## src/rtl/lsu_pkg.sv

```systemverilog
// lsu_pkg: shared load/store funct3 encodings, LSU error codes and FSM state type.
package lsu_pkg;
  localparam logic [2:0] FUNCT3_LS_B  = 3'd0;
  localparam logic [2:0] FUNCT3_LS_H  = 3'd1;
  localparam logic [2:0] FUNCT3_LS_W  = 3'd2;
  localparam logic [2:0] FUNCT3_LS_BU = 3'd4;
  localparam logic [2:0] FUNCT3_LS_HU = 3'd5;
  localparam logic [1:0] LSU_ERR_OK       = 2'b00;
  localparam logic [1:0] LSU_ERR_MISALIGN = 2'b01;
  localparam logic [1:0] LSU_ERR_FAULT    = 2'b10;
  localparam logic [1:0] LSU_ERR_ILLEGAL  = 2'b11;
  typedef enum logic [1:0] {S_IDLE, S_RD_WAIT, S_RESP} lsu_state_e;
endpackage

```

## src/rtl/lsu_check.sv

```systemverilog
// lsu_check: combinational legality, alignment and range check producing the error code and RAM offset.
module lsu_check
  import lsu_pkg::*;
#(
  parameter logic [31:0] RAM_BASE  = 32'h0000_0000,
  parameter int          RAM_WORDS = 1024
) (
  input  logic [31:0] addr_i,
  input  logic [2:0]  funct3_i,
  input  logic        we_i,
  output logic [1:0]  err_o,
  output logic [31:0] off_o
);
  localparam logic [31:0] LIMIT = 32'(RAM_WORDS * 4);
  logic illegal, misalign, fault;
  assign off_o    = addr_i - RAM_BASE;
  assign illegal  = funct3_i inside {3'd3, 3'd6, 3'd7} ||
                    (we_i && funct3_i inside {FUNCT3_LS_BU, FUNCT3_LS_HU});
  assign misalign = (funct3_i == FUNCT3_LS_W && addr_i[1:0] != 2'b00) ||
                    ((funct3_i == FUNCT3_LS_H || funct3_i == FUNCT3_LS_HU) && addr_i[0]);
  // Unsigned difference: addresses below the base wrap high and fault too.
  assign fault    = off_o >= LIMIT;
  assign err_o    = illegal ? LSU_ERR_ILLEGAL : misalign ? LSU_ERR_MISALIGN :
                    fault ? LSU_ERR_FAULT : LSU_ERR_OK;
endmodule

```

## src/rtl/lsu.sv

```systemverilog
// lsu: single-outstanding load/store unit driving a registered-read data RAM.
module lsu
  import lsu_pkg::*;
#(
  parameter logic [31:0] RAM_BASE  = 32'h0000_0000,
  parameter int          RAM_WORDS = 1024
) (
  input  logic        clk,
  input  logic        rst,
  input  logic        req_valid,
  output logic        req_ready,
  input  logic        req_we,
  input  logic [31:0] req_addr,
  input  logic [2:0]  req_funct3,
  input  logic [31:0] req_wd,
  output logic        rsp_valid,
  output logic [31:0] rsp_rd,
  output logic [1:0]  rsp_err,
  output logic        ram_we,
  output logic [31:0] ram_addr,
  output logic [2:0]  ram_size,
  output logic [31:0] ram_wd,
  input  logic [31:0] ram_rd
);
  lsu_state_e  state_q;
  logic [31:0] off, off_q, rsp_rd_q;
  logic [2:0]  f3_q;
  logic [1:0]  err, rsp_err_q;
  logic        acc;
  lsu_check #(.RAM_BASE(RAM_BASE), .RAM_WORDS(RAM_WORDS)) u_check (
    .addr_i  (req_addr),
    .funct3_i(req_funct3),
    .we_i    (req_we),
    .err_o   (err),
    .off_o   (off)
  );
  assign req_ready = state_q == S_IDLE && !rst;
  assign acc       = req_valid && req_ready;
  assign ram_we    = acc && req_we && err == LSU_ERR_OK;
  // The RAM extends with the live size against its registered address, so hold both while waiting.
  assign ram_addr  = state_q == S_RD_WAIT ? off_q : off;
  assign ram_size  = state_q == S_RD_WAIT ? f3_q : req_funct3;
  assign ram_wd    = req_wd;
  assign rsp_valid = state_q == S_RESP;
  assign rsp_rd    = rsp_rd_q;
  assign rsp_err   = rsp_err_q;
  always_ff @(posedge clk) begin
    if (rst) begin
      state_q   <= S_IDLE;
      off_q     <= '0;
      f3_q      <= '0;
      rsp_rd_q  <= '0;
      rsp_err_q <= LSU_ERR_OK;
    end else begin
      case (state_q)
        S_IDLE: if (acc) begin
          if (err == LSU_ERR_OK && !req_we) begin
            off_q   <= off;
            f3_q    <= req_funct3;
            state_q <= S_RD_WAIT;
          end else begin
            rsp_rd_q  <= '0;
            rsp_err_q <= err;
            state_q   <= S_RESP;
          end
        end
        S_RD_WAIT: begin
          rsp_rd_q  <= ram_rd;
          rsp_err_q <= LSU_ERR_OK;
          state_q   <= S_RESP;
        end
        default: state_q <= S_IDLE;
      endcase
    end
  end
endmodule

```

## config.mk

```make
export PLATFORM = sky130hd
export DESIGN_NAME = lsu
export DESIGN_NICKNAME = d
export VERILOG_FILES = /design/src/rtl/lsu_pkg.sv /design/src/rtl/lsu_check.sv /design/src/rtl/lsu.sv
export SDC_FILE = /design/constraint.sdc
export NUM_CORES = 1
export LEC_CHECK = 0
export ABC_AREA = 1
export CELL_PAD_IN_SITES_DETAIL_PLACEMENT = 0
export CELL_PAD_IN_SITES_GLOBAL_PLACEMENT = 1
export CORE_MARGIN = 2
export CORE_UTILIZATION = 27
export DETAILED_ROUTE_END_ITERATION = 12
export PLACE_DENSITY = 0.82
export SLEW_MARGIN = 10
export SYNTH_ARGS = -nofsm -noshare
export SYNTH_HDL_FRONTEND = slang
export SYNTH_SLANG_ARGS = --single-unit
```

## constraint.sdc

```tcl
create_clock -name clk -period 2.3 [get_ports clk]
set_clock_uncertainty 0.05 [all_clocks]
set_input_delay 0.46 -clock clk [delete_from_list [all_inputs] [get_ports clk]]
set_output_delay 0.46 -clock clk [all_outputs]
set_load 0.05 [all_outputs]
```

After elaboration in Yosys (flattened, before gate mapping):

Cells that the tools add are included.

* reduce and logical (&&, ||, !) cells: 21
* mux-type cells: 14
* order comparisons: 1
* eq/ne operators: 11

Operator list (number)
* two-way mux 32 bit: 3
* one-hot mux 32 bit (2 select lines): 1
* >= comparator 32 x 13 -> 1 bit, second input constant: 1
* two-way mux 2 bit: 7
* == test 3 bit, second input constant: 4
* logical AND 1 bit: 8
* one-hot mux 2 bit (2 select lines): 2
* == test 3 x 2 -> 1 bit, second input constant: 2
* AND reduction 3 bit: 2
* nonzero test 2 bit: 3
* logical NOT 2 bit: 2
* != test 2 bit, second input constant: 2
* == test 3 x 1 -> 1 bit, second input constant: 1
* logical OR 1 bit: 3
* two-way mux 3 bit: 1
* nonzero test 3 bit: 1
* == test 2 x 1 -> 1 bit, second input constant: 1
* == test 2 bit, second input constant: 1
* logical NOT 1 bit: 2

* word-level logic and storage cells: 52
* register bits: 71
* input bits: 103

Logic depth before layout (Yosys ltp):

Gate-level depths: netlist (run 1).

* depth after elaboration: 11
* gate-level depth with buffers: 11
* gate-level depth less buffers: 10

By module:

A second synthesis (run 1) with hierarchy kept.

* cell total of the unflattened synthesis: 668
* area total of the unflattened synthesis: 4167.7 um^2

By module, submodules not included
* lsu: instances 1, area each 3798.6 um^2, cells each 606
* lsu_check: instances 1, area each 369.1 um^2, cells each 62

Worst setup path after synthesis (run 1):

No wires, ideal clock.

* kind: in2out
* start point: input rst
* end point: output ram_we
* path slack: -1.068 ns
* data required time: 1.790 ns
* data arrival time: 2.858 ns
* stages: 3
* cells stage by stage: nor3_2 -> nand2_1 -> nor4_1

* cells in the longest elaborated chain, start to end: 5

Ends and longest elaborated chain
* from (decl): RTL line lsu.sv:9 `input logic rst,`
* logical NOT 1 bit: RTL line lsu.sv:37 `assign req_ready = state_q == S_IDLE && !rst;`
* logical AND 1 bit: RTL line lsu.sv:37
* logical AND 1 bit: RTL line lsu.sv:38 `assign acc = req_valid && req_ready;`
* logical AND 1 bit (2 in series): RTL line lsu.sv:39 `assign ram_we = acc && req_we && err == LSU_ERR_OK;`
* to (decl): RTL line lsu.sv:19 `output logic ram_we,`

No other way between the ends.

Final worst setup path (run 1):

* start point: input req_addr[1]
* end point: output ram_we

* cells in the longest elaborated chain, start to end: 7

Ends and longest elaborated chain
* from (decl): RTL line lsu.sv:13 `input logic [31:0] req_addr,`
* branches (longest 3 deep; another with >= comparator 32 x 13 -> 1 bit)
* two-way mux 2 bit * (2 in series): RTL line lsu_check.sv:23 `assign err_o = illegal ? LSU_ERR_ILLEGAL : misalign ? LSU_ERR_MISALIGN :`
* logical NOT 2 bit *: RTL line lsu.sv:39
* logical AND 1 bit *: RTL line lsu.sv:39

Every way passes the cells marked *.

==> qor.yml, run 1 <==
power_and_ir_drop:
  p_int_mw: 2.32
  comb_power_share: 0.233
  leakage_nw: 2.45
  p_sw_frac: 0.289
  vdd_drop_max_mv: 0.352
  power.share.clock: 0.372
  switchingPower_uw: 944
  seqPwrFrac: 0.395
  power_density_mw_per_mm2: 590
grt:
  gr-usage-all-layers: 0.150
  grt_max_degree: 67
  top_usage_layer: "met2"
  grtUsageMet1: 0.178
  overflow: 0
  grt_pass1_wl_um: 17100
  antenna_found_initial: 0
  use_met2: 0.254
  grtUsageMet3: 0.0608
  first_global_vias: 3594
timing:
  post-route-period-util: 0.974
  drv_slew: 0
  grt_setup_unrepaired: "yes"
  worst_pin_slew_ns: 0.725
  fin_crit_ns: 2.24
  slew_headroom: 0.517
  timing_hold_violations_final: 0
  holdWs_ns: 0.389
  max_freq_mhz: 446
  finalSetupViolations: 0
finish:
  area_growth_pct: 53.9
  drive_above_1_share: 0.140
  nFillCells: 1343
  final_nets: 774
  utilization: 0.421
  num_antenna_cells: 0
  final_cells: 849
yosys:
  synth_area_sq_mm: 0.00360
  ys_seq_area_frac: 0.395
  syn_nets: 664
  ys_types: 23
  postSynthAreaPerCell_sq_um: 6.41
  ys_ff_latch: 71
  synthesis.instances: 561
  yosysWarnings: 0
setup_path:
  cp_slowest_stage_delay_ns: 0.44
  cp_top_family: "buffers and inverters"
  critPathLaunchType: "input port"
  required_ns: 1.79
  cp_num_buf_inv: 3
  path_cells: "clkdlybuf4s50_1 -> inv_2 -> nand2_1 -> nand3_2 -> nand3_4 -> nor4_4 -> buf_12"
  endpoint_kind: "primary output"
  cpMaxStageDelayCell: "clkdlybuf4s50_1"
  cp_max_fo: 4
  crit_path_start: "req_addr[1]"
  r2r_start: "state_q[1]"
  arrival_ns: 1.73
  critPathKind: "in -> out"
placed_design:
  place_hpwl_um: 7220
  placed_cells: 832
  port_buffers: 142
  gp_congestion: 0.741
run:
  maxCapViolCount: 0
cts:
  clk_latency_ns: 0.33
  cts_root_buf: "clkbuf_16"
  numCtsBuffers: 9
  htreeDepth: 3
  clk_pin_slew_ns: 0.05
  cts_sinks: 71
  tritoncts: "done"
  cts_max_path_buffers: 2
  ctsHoldBuffers: 0
floorplan:
  initial_utilization: 0.274
  rows: 42
  io_pins: 207
  core_area_sq_mm: 0.0131
  die_x_um: 119
  die-height_um: 119
  die_area_sq_mm: 0.0143
route:
  vias: 3705
  first_pass_iters: 6
  wl_um: 10400
  via_per_inst: 4.36
  ant_nets: 0
  drt-wirelength-per-cell_um: 12.3
  route.detailed.drc: 0
  initialDrtViolationCount: 252
min_path:
  hold_start: "off_q[28]"
  min_path_type: "reg -> reg"
outcome:
  status: "completed"
==> through the flow <==
stage / area (sq um) / setup slack [ns] / setup TNS (ns) / power [mW]
finish: 5530 / 0.0594 / 0 / 3.27
floorplan: 3610 / -0.259 / -0.259 / 1.87
global route: 5530 / -0.0168 / -0.0168 / 3.42
detailed placement: 5160 / -0.130 / -3.51 / 2.08
global placement: 5160 / -0.0823 / -1.78 / 2.07
CTS: 5440 / -0.0355 / -0.0355 / 3.33
==> what timing repair did <==
item,in CTS,in global routing
buffers inserted,1,3
pin swaps,6,10
setup endpoints to repair,9,11
resized for setup,12,23
==> worst paths after layout <==
path	endpoint	slack, ns	depth (start not counted)
worst max-delay path	ram_we	0.06	7
worst min-delay path	off_q[28]	0.39	2
worst max register to register	rsp_rd[25]	0.47	9
worst min register to register	off_q[28]	0.39	2
==> tightest hold or removal path: cells and delay by family, from the launching register on <==
kind | cells | cell delay, ns
DFF | 1 | 0.31
and+or+nand+nor | 2 | 0.09
==> cells in the final DEF (no fill, tap or decap), drive strengths merged <==
cell	count
clkinv	4
nor3	10
buf	62
clkdlybuf4s50	87
dlymetal6s2s	12
dlygate4sd2	4
clkbuf	11
nand2	193
nand3	74
nor4	1
nor2	57
dfxtp	71
o21ai	18
inv	54
a21oi	15
==> synth_stat cells, drive strengths merged <==
| library cell | number | share of area |
|---|---|---|
| nand3 | 74 | 0.11 |
| a21oi | 15 | 0.021 |
| inv | 54 | 0.056 |
| nor3 | 10 | 0.015 |
| clkbuf | 16 | 0.017 |
| dfxtp | 71 | 0.40 |
| clkinv | 2 | 0.0024 |
| nand2 | 193 | 0.20 |
| o21ai | 18 | 0.025 |
| nor2 | 57 | 0.062 |
| buf | 50 | 0.093 |
| nor4 | 1 | 0.0017 |
==> cell families (layout without fill, tap and decap cells) <==
group           Yosys count  count (layout)  synth area share
compound gates           33              33            0.0459
buf+inv                 122             234             0.169
flops                    71              71             0.395
simple gates            335             335             0.390
==> state kept, by name, summed over array words and instances (netlist names) <==
register,cells
f3_q,3
off_q,32
rsp_err,2
rsp_rd,32
state_q,2
==> final cells by class <==
cell class	count	area, sq um	share of cell area
flip-flops and latches	71	1420	0.257
inverters	56	214	0.0387
repair buffers	165	1780	0.322
multi-input cells	368	1640	0.297
clock buffers	11	243	0.0439
clock inverters	2	10.0	0.00181
well taps	176	220	0.0398
==> power by group through the flow <==
stage | combinational (mW) | sequential, mW | clock, mW
3_5_place_dp | 0.762 | 1.32 | 0
2_1_floorplan | 0.436 | 1.44 | 0
5_1_grt | 0.814 | 1.29 | 1.31
4_1_cts | 0.765 | 1.29 | 1.27
3_3_place_gp | 0.758 | 1.31 | 0
6_report | 0.761 | 1.29 | 1.22
==> metal layers <==
metal | part of all wire | vias up
met5 | 0 | -
met4 | 0.0081 | 0
met3 | 0.076 | 5
met2 | 0.48 | 113
met1 | 0.44 | 1677
li1 | - | 1910
(Power assumes the default switching activity.)
==> inputs of run 2 (changes only) <==
--- a/config.mk
+++ b/config.mk
@@ -11,5 +11,5 @@
 export CORE_MARGIN = 2
-export CORE_UTILIZATION = 27
+export CORE_UTILIZATION = 25
 export DETAILED_ROUTE_END_ITERATION = 12
-export PLACE_DENSITY = 0.82
+export PLACE_DENSITY = 0.77
 export SLEW_MARGIN = 10
==> constraint.sdc (replaced) <==
create_clock -name clk -period 2.1 [get_ports clk]
set_clock_uncertainty 0.05 [all_clocks]
set_input_delay 0.42 -clock clk [delete_from_list [all_inputs] [get_ports clk]]
set_output_delay 0.42 -clock clk [all_outputs]
set_load 0.02 [all_outputs]
==> run 2 against run 1 <==
Effect of this change: clock-buffer cell count rose by 1; hold slack got worse by 0.0050 ns; non-clock buffer count rose by 17; first-iteration DRC count decreased by 27%; wire length up 8.8%; clock power is 24% higher; die area grew 7.7%; critical path depth unchanged.
==> qor.yml, run 2 (synthesized netlist as in run 1, its figures left out) <==
cts:
  htreeDepth: 3
  numCtsBuffers: 9
  cts_root_buf: "clkbuf_16"
  cts_max_path_buffers: 2
  tritoncts: "done"
  ctsHoldBuffers: 0
  clk_latency_ns: 0.33
  clk_pin_slew_ns: 0.06
  cts_sinks: 71
timing:
  timing_hold_violations_final: 0
  finalSetupViolations: 0
  drv_slew: 0
  fin_crit_ns: 2.04
  finalWorstSetupSlack_ns: 0.0555
  tns_ns: 0
  max_freq_mhz: 489
  slew_headroom: 0.515
  worst_pin_slew_ns: 0.728
  holdWs_ns: 0.384
  post-route-period-util: 0.974
power_and_ir_drop:
  comb_power_share: 0.173
  power.share.clock: 0.427
  p_int_mw: 2.64
  seqPwrFrac: 0.400
  switchingPower_uw: 892
  vdd_drop_max_mv: 0.386
  leakage_nw: 2.43
  p_sw_frac: 0.253
  power_density_mw_per_mm2: 644
finish:
  area_growth_pct: 52.4
  stdcell_area_sq_mm: 0.00548
  layout_common_cells: "nand2_1, clkdlybuf4s50_1, dfxtp_1"
  final_nets: 791
  drive_above_1_share: 0.167
  num_antenna_cells: 0
  utilization: 0.392
  nFillCells: 1513
  layout_commonest_cell: "nand2_1"
run:
  maxCapViolCount: 0
route:
  via_per_inst: 4.36
  initialDrtViolationCount: 184
  route.detailed.drc: 0
  vias: 3810
  wl_um: 11300
  first_pass_iters: 4
  ant_nets: 0
  drt-wirelength-per-cell_um: 13.0
grt:
  top_usage_layer: "met2"
  use_met2: 0.243
  grtUsageMet1: 0.172
  first_global_vias: 3603
  grt_max_degree: 67
  gr-usage-all-layers: 0.143
  grt_pass1_wl_um: 17100
  antenna_found_initial: 0
  grtUsageMet3: 0.0458
  overflow: 0
placed_design:
  gp_congestion: 0.732
  placed_area_sq_mm: 0.00520
  place_hpwl_um: 7760
  place_ws_ns: -0.653
  port_buffers: 142
floorplan:
  die-height_um: 124
  initial_utilization: 0.257
  core_area_sq_mm: 0.0140
  die_x_um: 124
  rows: 43
  die_area_sq_mm: 0.0154
  io_pins: 207
setup_path:
  endpoint_kind: "primary output"
  arrival_ns: 1.57
  required_ns: 1.63
  critPathLaunchType: "input port"
  critPathKind: "in -> out"
  cp_max_fo: 2
min_path:
  min_path_type: "reg -> reg"
outcome:
  status: "completed"
## run 2: cell count changes in the layout (fill, tap and decap cells not counted), sizes merged
cell,previous run,this run
buf,62,53
dlymetal6s2s,12,2
clkbuf,11,32
clkdlybuf4s15,0,7
bufinv,0,1
clkinv,4,5
dlygate4sd2,4,19
clkdlybuf4s50,87,81
## run 2: repair_timing
item                       4_1_cts  5_1_grt
setup buffers                    5        1
pin swaps                       19       10
setup endpoints to repair       37       62
gates resized for setup        135       53
cloned                           0        3
## run 2: layer usage
metal	part of all wire	wire, um
met5	0	0
met4	0.0076	86
met3	0.074	842
met2	0.49	5520
met1	0.43	4890
## run 2: final cells by class
class | count | area (sq um) | area share
clock buffer | 12 | 246 | 0.0450
clock inverter | 4 | 45.0 | 0.00822
inverter | 56 | 211 | 0.0386
multi-input combinational | 368 | 1630 | 0.298
sequential | 71 | 1420 | 0.260
tap | 180 | 225 | 0.0411
timing repair buffer | 182 | 1700 | 0.310
## run 2: power groups by stage
stage	clock network [mW]	registers, mW	logic, mW
global placement	0	1.44	0.630
CTS	1.56	1.41	0.609
detailed placement	0	1.44	0.636
floorplan	0	1.49	0.312
finish	1.51	1.41	0.611
global route	1.61	1.42	0.665
## run 2: critical path, stage by stage
cell and delay [ns]:
clkdlybuf4s50_1 0.42, inv_1 0.08, nand2_1 0.07, nand3_2 0.08, nand3_2 0.09, nor4_2 0.22, buf_4 0.19
## run 2: path summary, 6_finish.rpt
check         startpoint   endpoint  slack [ns]  depth (start not counted)
max          req_addr[1]     ram_we        0.06                          7
min            off_q[28]  off_q[28]        0.38                          2
max reg2reg   state_q[1]  rsp_rd[0]        0.37                         10
min reg2reg    off_q[28]  off_q[28]        0.38                          2
## run 2: through the flow
| step | instances | power (mW) |
|---|---|---|
| floorplan | 561 | 1.80 |
| CTS | 870 | 3.58 |
| global route | 873 | 3.69 |
| detailed placement | 850 | 2.08 |
| global placement | 850 | 2.07 |
| finish | 873 | 3.53 |
